<file path="config.mk">
export PLATFORM = sky130hd
export DESIGN_NAME = id_ex_stage
export DESIGN_NICKNAME = d
export VERILOG_FILES = /design/src/rtl/id_ex_stage.sv
export SDC_FILE = /design/constraint.sdc
export NUM_CORES = 1
export LEC_CHECK = 0
export ABC_AREA = 1
export BUFFER_PORTS_ARGS = -buffer_cell sky130_fd_sc_hd__buf_2
export CAP_MARGIN = 20
export CORE_MARGIN = 5
export CORE_UTILIZATION = 48
export CTS_CLUSTER_DIAMETER = 120
export CTS_CLUSTER_SIZE = 8
export DETAILED_ROUTE_END_ITERATION = 16
export PLACE_DENSITY = 0.9
export SYNTH_ARGS = -nofsm -noshare
export SYNTH_HDL_FRONTEND = slang
export SYNTH_SLANG_ARGS = --single-unit
export TNS_END_PERCENT = 5
</file>
<file path="constraint.sdc">
create_clock -name clock -period 2 [get_ports clock]
set_input_delay 0.2 -clock clock [delete_from_list [all_inputs] [get_ports clock]]
set_output_delay 0.2 -clock clock [all_outputs]
set_load 0.01 [all_outputs]
</file>
<file path="src/rtl/id_ex_stage.sv">
// ID/EX pipeline register for the pipelined MIPS datapath.
// The register file writes on the clock edge and reads combinationally, so
// a value written this cycle is forwarded into the captured operands here.
// This stage also detects load-use hazards, turns them into EX bubbles and
// keeps a saturating count of those bubbles.
module id_ex_stage #(
    parameter int DATA_W = 32,
    parameter int REG_W  = 5,
    parameter int CNT_W  = 16
) (
    input  logic              clock,
    input  logic              reset_n,
    input  logic              InValid,
    input  logic [REG_W-1:0]  Rs,
    input  logic [REG_W-1:0]  Rt,
    input  logic [REG_W-1:0]  Rd,
    input  logic [DATA_W-1:0] Data1,
    input  logic [DATA_W-1:0] Data2,
    input  logic [DATA_W-1:0] Imm,
    input  logic [7:0]        Ctrl,
    input  logic              WbRegWrite,
    input  logic [REG_W-1:0]  WbWriteReg,
    input  logic [DATA_W-1:0] WbWriteData,
    input  logic              Stall,
    input  logic              Flush,
    output logic              ExValid,
    output logic [REG_W-1:0]  ExRs,
    output logic [REG_W-1:0]  ExRt,
    output logic [REG_W-1:0]  ExRd,
    output logic [DATA_W-1:0] ExA,
    output logic [DATA_W-1:0] ExB,
    output logic [DATA_W-1:0] ExImm,
    output logic [7:0]        ExCtrl,
    output logic              HazardStall,
    output logic [CNT_W-1:0]  BubbleCount
);

    // Bit 6 of the control bundle is MemRead, i.e. the EX instruction is a load.
    localparam int MEMREAD_BIT = 6;

    logic              valid_q, valid_d;
    logic [REG_W-1:0]  rs_q, rs_d, rt_q, rt_d, rd_q, rd_d;
    logic [DATA_W-1:0] a_q, a_d, b_q, b_d, imm_q, imm_d;
    logic [7:0]        ctrl_q, ctrl_d;
    logic [CNT_W-1:0]  cnt_q, cnt_d;

    logic [DATA_W-1:0] byp_a_s, byp_b_s;
    logic              wb_live_s;
    logic              hazard_s;

    // Write-back forwarding into the operands and load-use hazard detection.
    always_comb begin
        wb_live_s = WbRegWrite && (WbWriteReg != {REG_W{1'b0}});
        if (wb_live_s && (WbWriteReg == Rs)) begin
            byp_a_s = WbWriteData;
        end else begin
            byp_a_s = Data1;
        end
        if (wb_live_s && (WbWriteReg == Rt)) begin
            byp_b_s = WbWriteData;
        end else begin
            byp_b_s = Data2;
        end
        hazard_s = valid_q && ctrl_q[MEMREAD_BIT] && (rt_q != {REG_W{1'b0}}) &&
                   InValid && ((rt_q == Rs) || (rt_q == Rt));
    end

    // Next-state selection: flush, then hold, then bubble-on-hazard, then load.
    always_comb begin
        valid_d = valid_q;
        rs_d    = rs_q;
        rt_d    = rt_q;
        rd_d    = rd_q;
        a_d     = a_q;
        b_d     = b_q;
        imm_d   = imm_q;
        ctrl_d  = ctrl_q;
        cnt_d   = cnt_q;
        if (Flush) begin
            valid_d = 1'b0;
            rs_d    = {REG_W{1'b0}};
            rt_d    = {REG_W{1'b0}};
            rd_d    = {REG_W{1'b0}};
            a_d     = {DATA_W{1'b0}};
            b_d     = {DATA_W{1'b0}};
            imm_d   = {DATA_W{1'b0}};
            ctrl_d  = 8'h00;
        end else if (Stall) begin
            valid_d = valid_q;
            ctrl_d  = ctrl_q;
        end else if (hazard_s) begin
            valid_d = 1'b0;
            rs_d    = {REG_W{1'b0}};
            rt_d    = {REG_W{1'b0}};
            rd_d    = {REG_W{1'b0}};
            a_d     = {DATA_W{1'b0}};
            b_d     = {DATA_W{1'b0}};
            imm_d   = {DATA_W{1'b0}};
            ctrl_d  = 8'h00;
            if (cnt_q != {CNT_W{1'b1}}) begin
                cnt_d = cnt_q + {{(CNT_W-1){1'b0}}, 1'b1};
            end else begin
                cnt_d = cnt_q;
            end
        end else begin
            valid_d = InValid;
            rs_d    = Rs;
            rt_d    = Rt;
            rd_d    = Rd;
            a_d     = byp_a_s;
            b_d     = byp_b_s;
            imm_d   = Imm;
            if (InValid) begin
                ctrl_d = Ctrl;
            end else begin
                ctrl_d = 8'h00;
            end
        end
    end

    // Pipeline register; reset discards the in-flight instruction immediately.
    always_ff @(posedge clock or negedge reset_n) begin
        if (!reset_n) begin
            valid_q <= 1'b0;
            rs_q    <= {REG_W{1'b0}};
            rt_q    <= {REG_W{1'b0}};
            rd_q    <= {REG_W{1'b0}};
            a_q     <= {DATA_W{1'b0}};
            b_q     <= {DATA_W{1'b0}};
            imm_q   <= {DATA_W{1'b0}};
            ctrl_q  <= 8'h00;
            cnt_q   <= {CNT_W{1'b0}};
        end else begin
            valid_q <= valid_d;
            rs_q    <= rs_d;
            rt_q    <= rt_d;
            rd_q    <= rd_d;
            a_q     <= a_d;
            b_q     <= b_d;
            imm_q   <= imm_d;
            ctrl_q  <= ctrl_d;
            cnt_q   <= cnt_d;
        end
    end

    assign ExValid     = valid_q;
    assign ExRs        = rs_q;
    assign ExRt        = rt_q;
    assign ExRd        = rd_q;
    assign ExA         = a_q;
    assign ExB         = b_q;
    assign ExImm       = imm_q;
    assign ExCtrl      = ctrl_q;
    assign HazardStall = hazard_s;
    assign BubbleCount = cnt_q;

endmodule

</file>
---- Word-level counts from Yosys, hierarchy flattened ----
Index checks and enable logic that the tools add are counted.
cells by class
  add/subtract/negate cells ............... 1
  equality and inequality tests ........... 6
  muxes and demuxes ....................... 27
  bitwise gates (word level) .............. 2
  reduce and logical (&&, ||, !) cells .... 11
operator list
  cell                     number
  $mux W32                 11
  $mux W5                  9
  $mux W8                  4
  $eq A5 B5 Y1             4
  $add A16 B1 Y16 const B  1
  $ne A16 B16 Y1 const B   1
  $reduce_bool A5 Y1       2
  $logic_and A1 B1 Y1      7
  $reduce_and A4 Y1        1
  $mux W1                  3
  $ne A2 B1 Y1 const B     1
  $not A1 Y1               2
  $logic_or A1 B1 Y1       1
storage, ports and cells
  flip-flop bits (word level) ............. 136
  input port bits ......................... 162
  output and inout port bits .............. 137

---- Logic depth before layout (Yosys ltp) ----
Gate-level depths: netlist (run 1).
  word-level depth ........................ 7
  gate-level depth with buffers ........... 11
  gate-level depth less buffers ........... 10

---- Worst setup path after synthesis (run 1) ----
Ideal clock, no wire load.
  path type ............................... reg-to-reg
  start ................................... reg cnt_q[0], in the netlist BubbleCount[0]
  end ..................................... reg cnt_q[13], in the netlist BubbleCount[13]
  setup time .............................. 65 ps
  arrival time ............................ 1538 ps
  data required time ...................... 1935 ps
  setup slack ............................. 397 ps
  stages on the path, launching flop included .. 10
  path buffers ............................ 1
  clock period less this slack ............ 1603 ps
  cell sequence ........................... dfrtp_1 > ha_1 > nand3_2 > nor2_2 > nand4_1 > nand2_2 > nand3b_4 > buf_4 > nand2_1 > nand2_1
between the ends
  cells in the longest elaborated chain, start to end .. 2
  elaborated cells on any way between the ends .. 3
  those cells by class .................... add/sub (1); eq/ne (1); reduce/logical (1)
ends and longest elaborated chain
  what                                                     line  RTL
  start, declared                                          45    logic [CNT_W-1:0] cnt_q, cnt_d;
  start signal, assigned                                   132   cnt_q <= {CNT_W{1'b0}};
  start signal, assigned                                   142   cnt_q <= cnt_d;
  branches (longest 2 deep; another with $add A16 B1 Y16)  -
Several ways; the timed one is not identified.
A chain may end at the register's enable or synchronous reset.

---- Final worst setup path (run 1) ----
  start ................................... reg rt_q[4], in the netlist ExRt[4]
  end ..................................... out HazardStall
between the ends
  cells in the longest elaborated chain, start to end .. 4
  elaborated cells on any way between the ends .. 7
  those cells by class .................... eq/ne (2); reduce/logical (5)
ends and longest elaborated chain
  what                              line  RTL
  start, declared                   42    logic [REG_W-1:0] rs_q, rs_d, rt_q, rt_d, rd_q, rd_d;
  start signal, assigned            126   rt_q <= {REG_W{1'b0}};
  start signal, assigned            136   rt_q <= rt_d;
  $reduce_bool A5 Y1                64    hazard_s = valid_q && ctrl_q[MEMREAD_BIT] && (rt_q != {REG_W{1'b0}}) &&
  $logic_and A1 B1 Y1 (2 in a row)  64
  $logic_and A1 B1 Y1 *             65    InValid && ((rt_q == Rs) || (rt_q == Rt));
  end, declared                     34    output logic HazardStall,
Every way passes the cells marked *; elsewhere a longest branch is shown, timed or not.

==> results of run 1 <==
==> cell families after synthesis <==
group	share of synthesized area
buffers and inverters	0.0588
adder cells (fa/ha/maj)	0.00178
XOR/XNOR	0.0237
flip-flops	0.485
AND/OR/NAND/NOR	0.424
AO/OA/AOI/OAI	0.00695
==> layout by cell type, fill, tap and decap left out, drive strengths merged, types with 2 or more instances in the layout <==
| cell | count |
|---|---|
| clkbuf | 19 |
| dlygate4sd3 | 7 |
| nand4 | 12 |
| o21ai | 8 |
| xnor2 | 11 |
| buf | 320 |
| nand3 | 181 |
| nor2 | 28 |
| inv | 29 |
| dfrtp | 136 |
| xor2 | 8 |
| diode | 2 |
| clkinv | 6 |
| clkinvlp | 5 |
| nand2 | 472 |
==> cell type report <==
cell class | instances | area, um^2
Fill cell | 1216 | 5000
Sequential cell | 136 | 3410
Multi-Input combinational cell | 724 | 3250
Timing Repair Buffer | 328 | 1870
Clock buffer | 19 | 433
Tap cell | 184 | 230
Clock inverter | 13 | 125
Inverter | 28 | 105
Antenna cell | 2 | 5.00
==> power breakdown <==
part,switching [mW],total [mW],internal [mW]
clock network,1.23,2.95,1.72
registers,0.0828,2.97,2.89
logic,0.596,0.979,0.383
total,1.91,6.90,4.99
==> cell usage after synthesis (all sizes together) <==
master,number
nor3,1
inv,27
dfrtp,136
clkinv,1
clkbuf,22
nor2,28
buf,36
nand3,181
xor2,8
nand3b,1
o21ai,8
nand2,471
a21oi,1
ha,1
nand4,12
xnor2,11
==> worst paths after layout <==
path	startpoint	endpoint	slack (ns)	cells past startpoint
worst max-delay path	ExRt[4]$_DFFE_PN0P_	HazardStall	0.11	9
worst min-delay path	Imm[10]	ExImm[10]$_DFFE_PN0P_	0.02	3
worst max register to register	ExRt[0]$_DFFE_PN0P_	ExA[2]$_DFFE_PN0P_	0.21	8
worst min register to register	ExB[7]$_DFFE_PN0P_	ExB[7]$_DFFE_PN0P_	0.47	2
max in group asynchronous	reset_n	ExB[0]$_DFFE_PN0P_	1.05	3
min in group asynchronous	reset_n	ExImm[23]$_DFFE_PN0P_	0.31	2
==> critical path, cell delays in order, from the launching register on <==
cell and delay (ns):
dfrtp_1 0.44, inv_2 0.06, nand2_1 0.08, nand2_1 0.08
nor2_2 0.10, nand3_2 0.10, nand2_4 0.11, nand2_8 0.11
inv_1 0.07, buf_2 0.12
==> flip-flops by register name, summed over array words and instances (netlist names), 5 cells and up <==
register and cells:
ExA 32, ExRd 5, ExB 32, ExRt 5, ExImm 32, ExCtrl 8, ExRs 5, BubbleCount 16
==> repair_timing <==
item                                    4_1_cts  5_1_grt
pin swaps                                     1        4
endpoints found under the hold margin        56        0
hold buffers                                  7        0
gates resized for setup                       5        5
cloned                                        1        1
endpoints found under the setup margin        1        1
buffers inserted                              3        1
==> per-layer routing <==
metal / global-route usage / up-vias / part of all wire
met2: 0.450 / 469 / 0.49
li1: - / 3581 / -
met3: 0.0610 / 50 / 0.10
met5: 0 / - / 0
met4: 0.103 / 0 / 0.023
met1: 0.346 / 3461 / 0.39
==> per-stage QoR <==
stage               setup slack [ns]  std cells
CTS                          0.00280       1431
global route                 0.00717       1434
finish                         0.115       1434
floorplan                      0.397        945
global placement               0.238       1388
detailed placement             0.209       1388
==> results by group, run 1 <==
Status
  – Outcome: finished, final reports clean

Placement
  – Placed instance area: 8700 um^2
  – Routability cong.: 0.937
  – IO buf count: 298
  – Post-DP HPWL: 17000 um

Clock network
  – Num Clock Sinks: 136
  – Clock Latency Late Sink: 0.41 ns
  – Number of buffers created by CTS: 17
  – CTS Root Buffer Type: clkbuf_16
  – Max Root-Sink Buffers: 2
  – CTS H-Tree Depth: 4
  – Register clock-pin slew on the reported worst setup and hold paths: 0.06 ns
  – CTS tree: done

Setup path
  – Critical path peak fanout: 14
  – WS Path Type: flip-flop to output port
  – Setup crit start kind: flip-flop
  – Worst path arrival time: 1.69 ns
  – Required @ worst endpoint: 1.80 ns
  – Worst Setup End Kind: output port

Drt
  – DRC viols: 0
  – DR vias: 7561
  – Final WL: 24300 um
  – DR iter-0 viols: 606
  – Post-detailed-route wirelength per cell: 16.9 um
  – Final ANT Viol Nets: 0
  – Pre-antenna DRT Iters: 5
  – Via density: 5.27

Power and ir drop
  – LEAKAGE: 5.68 nW
  – IR Drop Worst-Case VDD: 0.520 mV
  – Total power: 6.90 mW
  – Pwr dens: 733 nW/um^2

Synthesis
  – Main area contributors after synthesis: dfrtp_1 (48%), nand2_1 (25%), nand3_1 (12%)
  – Seq/Total Area, Yosys: 0.485
  – Cell Area, Synth: 7020 um^2
  – Area leader, netlist: dfrtp_1
  – Post-synth cell types: 25
  – Yosys top cell area share: 0.485
  – FF+latch count, synth: 136
  – Synth warn: 0
  – Post-Synthesis Mean Instance Area: 7.43 um^2
  – Cell count after synthesis: 945
  – Syn nets: 1108

STA
  – # setup viols final: 0
  – RSZ-0062 raised after global routing: no
  – Crit path time final: 1.89 ns
  – Final Hold Viols: 0
  – Actual slew at the worst max-slew pin: 0.517 ns
  – Final period util: 0.943
  – Final TNS setup: 0 ns
  – Final Max Tran Viols: 0
  – WHS: 0.0188 ns
  – Relative slew margins: 0.655
  – Final Skew: 0.00858 ns
  – Fmax: 0.530 GHz

Cells and area
  – Layout cell share with drive strength beyond 1: 0.311
  – Area growth from synthesis to layout: 34.2%
  – Final core utilization: 0.653
  – Post-route design area: 9420 um^2
  – Nets@finish: 1398

Global routing
  – Vias in the first global route: 7128
  – Total track usage: 0.271
  – Pin count of the biggest net entering global routing: 72
  – First-pass GRT wire length: 36200 um
  – Initial antenna violation count: 2
  – Total gr overflow: 0

Die
  – Core Region: 14400 um^2
  – Initial Util: 0.487
  – Die area: 17200 um^2
  – I/O pin count: 299
  – Num rows: 44
  – Die width: 131 um
  – Die height: 131 um

Run
  – Max cap viols: 0

Min path
  – Hold Crit Class: input pin to flip-flop
(Power assumes the default switching activity.)
==> inputs of run 2 (changes only) <==
- CORE_MARGIN: 5 -> 2
==> run 2 against run 1 <==
  * Hold slack lost 0.0041 ns
  * Via count up 0.58%
  * Combinational power down 2.5%
  * Fmax down 1.9%
  * Setup slack got worse by 0.036 ns
  * Wire length is 4.4% lower
  * Critical path depth is 2 lower
  * Flip-flop and latch count is the same
  * Utilization is 0.35 points higher
  * Critical endpoint unchanged
  * Largest cell class unchanged
  * Largest power group is now the clock network
==> results by group, run 2 (same netlist as run 1, synthesis figures left out) <==
Status
  – Outcome: finished, final reports clean (unchanged)

Power and ir drop
  – IR Drop Worst-Case VDD: 0.486 mV (was 0.520 mV)
  – Pwr dens: 758 nW/um^2 (was 733 nW/um^2)
  – Total power: 7.18 mW (was 6.90 mW)
  – LEAKAGE: 5.70 nW (was 5.68 nW)

Die
  – Die height: 125 um (was 131 um)
  – Core Region: 14400 um^2 (unchanged)
  – I/O pin count: 299 (unchanged)
  – Num rows: 44 (unchanged)
  – Die area: 15600 um^2 (was 17200 um^2)
  – Die width: 125 um (was 131 um)
  – Initial Util: 0.487 (unchanged)

STA
  – Final Max Tran Viols: 0 (unchanged)
  – Actual slew at the worst max-slew pin: 0.567 ns (was 0.517 ns)
  – Fmax: 0.521 GHz (was 0.530 GHz)
  – Final Hold Viols: 0 (unchanged)
  – Crit path time final: 1.92 ns (was 1.89 ns)
  – Final Skew: 0.00581 ns (was 0.00858 ns)
  – # setup viols final: 0 (unchanged)
  – WHS: 0.0146 ns (was 0.0188 ns)
  – Relative slew margins: 0.622 (was 0.655)
  – Final period util: 0.960 (was 0.943)

Cells and area
  – Most common cell after layout, fill and taps aside: nand2_1 (unchanged)
  – Fillers: 1191 (was 1216)
  – Layout cell share with drive strength beyond 1: 0.310 (was 0.311)
  – Register area: 3410 um^2 (unchanged)
  – Area growth from synthesis to layout: 34.9% (was 34.2%)
  – Most frequent cells in the layout: nand2_1 (467), buf_2 (297), nand3_1 (168) (unchanged)
  – Nets@finish: 1396 (was 1398)
  – Footprint of the multi-input gates: 3240 um^2 (was 3250 um^2)

Drt
  – Final WL: 23200 um (was 24300 um)
  – Via density: 5.31 (was 5.27)
  – Final ANT Viol Nets: 0 (unchanged)
  – Post-detailed-route wirelength per cell: 16.2 um (was 16.9 um)
  – Met1 WL: 9310 um (was 9500 um)
  – DRC viols: 0 (unchanged)
  – DR vias: 7605 (was 7561)
  – Pre-antenna DRT Iters: 7 (was 5)
  – DR iter-0 viols: 612 (was 606)
  – Met2 Routed Length: 11100 um (was 11800 um)
  – DR WL met3: 1820 um (was 2420 um)
  – Max Used Layer: met4 (unchanged)

Global routing
  – Total gr overflow: 0 (unchanged)
  – Pin count of the biggest net entering global routing: 121 (was 72)
  – Total track usage: 0.297 (was 0.271)
  – First-pass GRT wire length: 37000 um (was 36200 um)
  – Vias in the first global route: 7254 (was 7128)
  – Initial antenna violation count: 1 (was 2)

Setup path
  – Worst path slowest cell: dfrtp_1 (unchanged)
  – Cell Chain, Critical Path: xnor2_1, nand3_2, nand2_4, nand2_8, buf_16, inv_1, buf_2 (was inv_2, nand2_1, nand2_1, nor2_2, nand3_2, nand2_4, nand2_8, inv_1, buf_2)
  – R2R depth: 9 (was 8)
  – Critical path peak fanout: 5 (was 14)
  – Required @ worst endpoint: 1.80 ns (about the same)
  – Reg-to-reg slack, setup: 0.20 ns (was 0.21 ns)
  – RR Startpoint: ExRt[0]$_DFFE_PN0P_ (unchanged)
  – Worst path max stage delay: 0.44 ns (about the same)
  – Worst Setup End Kind: output port (unchanged)
  – WS Path Type: flip-flop to output port (unchanged)
  – Reg2reg end: ExRt[1]$_DFFE_PN0P_ (was ExA[2]$_DFFE_PN0P_)
  – Worst path arrival time: 1.72 ns (was 1.69 ns)
  – Setup crit start kind: flip-flop (unchanged)

Clock network
  – CTS H-Tree Depth: 4 (unchanged)
  – Number of buffers created by CTS: 17 (unchanged)
  – CTS tree: done (unchanged)
  – Num Clock Sinks: 136 (unchanged)
  – CTS Root Buffer Type: clkbuf_16 (unchanged)
  – Clock Latency Late Sink: 0.41 ns (about the same)
  – Max Root-Sink Buffers: 2 (unchanged)
  – Register clock-pin slew on the reported worst setup and hold paths: 0.06 ns (about the same)

Min path
  – Worst hold path startpoint: Imm[2] (was Imm[10])
  – Hold endpoint: ExImm[2]$_DFFE_PN0P_ (was ExImm[10]$_DFFE_PN0P_)
  – Hold Crit Class: input pin to flip-flop (unchanged)
  – Hold Path Stages: 3 (unchanged)

Placement
  – IO buf count: 298 (unchanged)
  – Post-DP HPWL: 15600 um (was 17000 um)
  – Routability cong.: 0.922 (was 0.937)

Run
  – Max cap viols: 0 (unchanged)
run 2: worst max path at each step:
stage                                  endpoint  depth (start not counted)                        from  slack (ns)
floorplan           BubbleCount[13]$_DFFE_PN0P_                          9  BubbleCount[0]$_DFFE_PN0P_        0.40
global placement                    HazardStall                          8         ExRt[0]$_DFFE_PN0P_        0.39
detailed placement          ExRt[1]$_DFFE_PN0P_                          8         ExRt[0]$_DFFE_PN0P_        0.33
CTS                                 HazardStall                         10         ExRt[1]$_DFFE_PN0P_        0.02
global route                        HazardStall                         10         ExRt[0]$_DFFE_PN0P_      -0.003
finish                              HazardStall                          7         ExRt[2]$_DFFE_PN0P_        0.08
run 2: layout make-up:
| class | count | share of cell area |
|---|---|---|
| diodes | 1 | 0.000264 |
| multi-input cells | 723 | 0.342 |
| clock buffers | 20 | 0.0461 |
| inverters | 28 | 0.0111 |
| repair buffers | 327 | 0.198 |
| well taps | 184 | 0.0243 |
| clock inverters | 12 | 0.0185 |
| flip-flops and latches | 136 | 0.360 |
run 2: worst max-delay path, delay by kind of cell (launching register included):
kind | cells | cell delay [ns]
xor+xnor | 1 | 0.26
buf+inv | 3 | 0.31
flops | 1 | 0.44
simple gates | 3 | 0.29
run 2: repair_timing:
item	in CTS	in global routing
pin swaps	4	5
hold buffers	6	0
setup buffers	2	3
cloned	2	0
setup endpoints to repair	1	1
hold endpoints to repair	55	0
resized for setup	3	5
run 2: stage by stage:
| stage | worst slack, ns | utilization | setup TNS [ns] | instances | cell area (um^2) |
|---|---|---|---|---|---|
| 3_3_place_gp | 0.393 | 0.601 | 0 | 1385 | 8670 |
| 4_1_cts | 0.0238 | 0.654 | 0 | 1427 | 9440 |
| 3_5_place_dp | 0.326 | 0.601 | 0 | 1385 | 8670 |
| 5_1_grt | -0.00343 | 0.657 | -0.00343 | 1431 | 9470 |
| 2_1_floorplan | 0.397 | - | 0 | 945 | 7020 |
| 6_report | 0.0794 | 0.657 | 0 | 1431 | 9470 |
run 2: power breakdown:
part	switching, mW	leakage, nW	internal, mW	total [mW]
Sequential	0.0844	1.82	2.89	2.97
Combinational	0.583	3.59	0.372	0.955
Clock	1.17	0.290	2.08	3.25
run 2: metal layers:
layer,global-route usage,vias up
met5,0,-
met4,0.145,0
met3,0.0488,74
met2,0.484,466
met1,0.390,3479
li1,-,3586
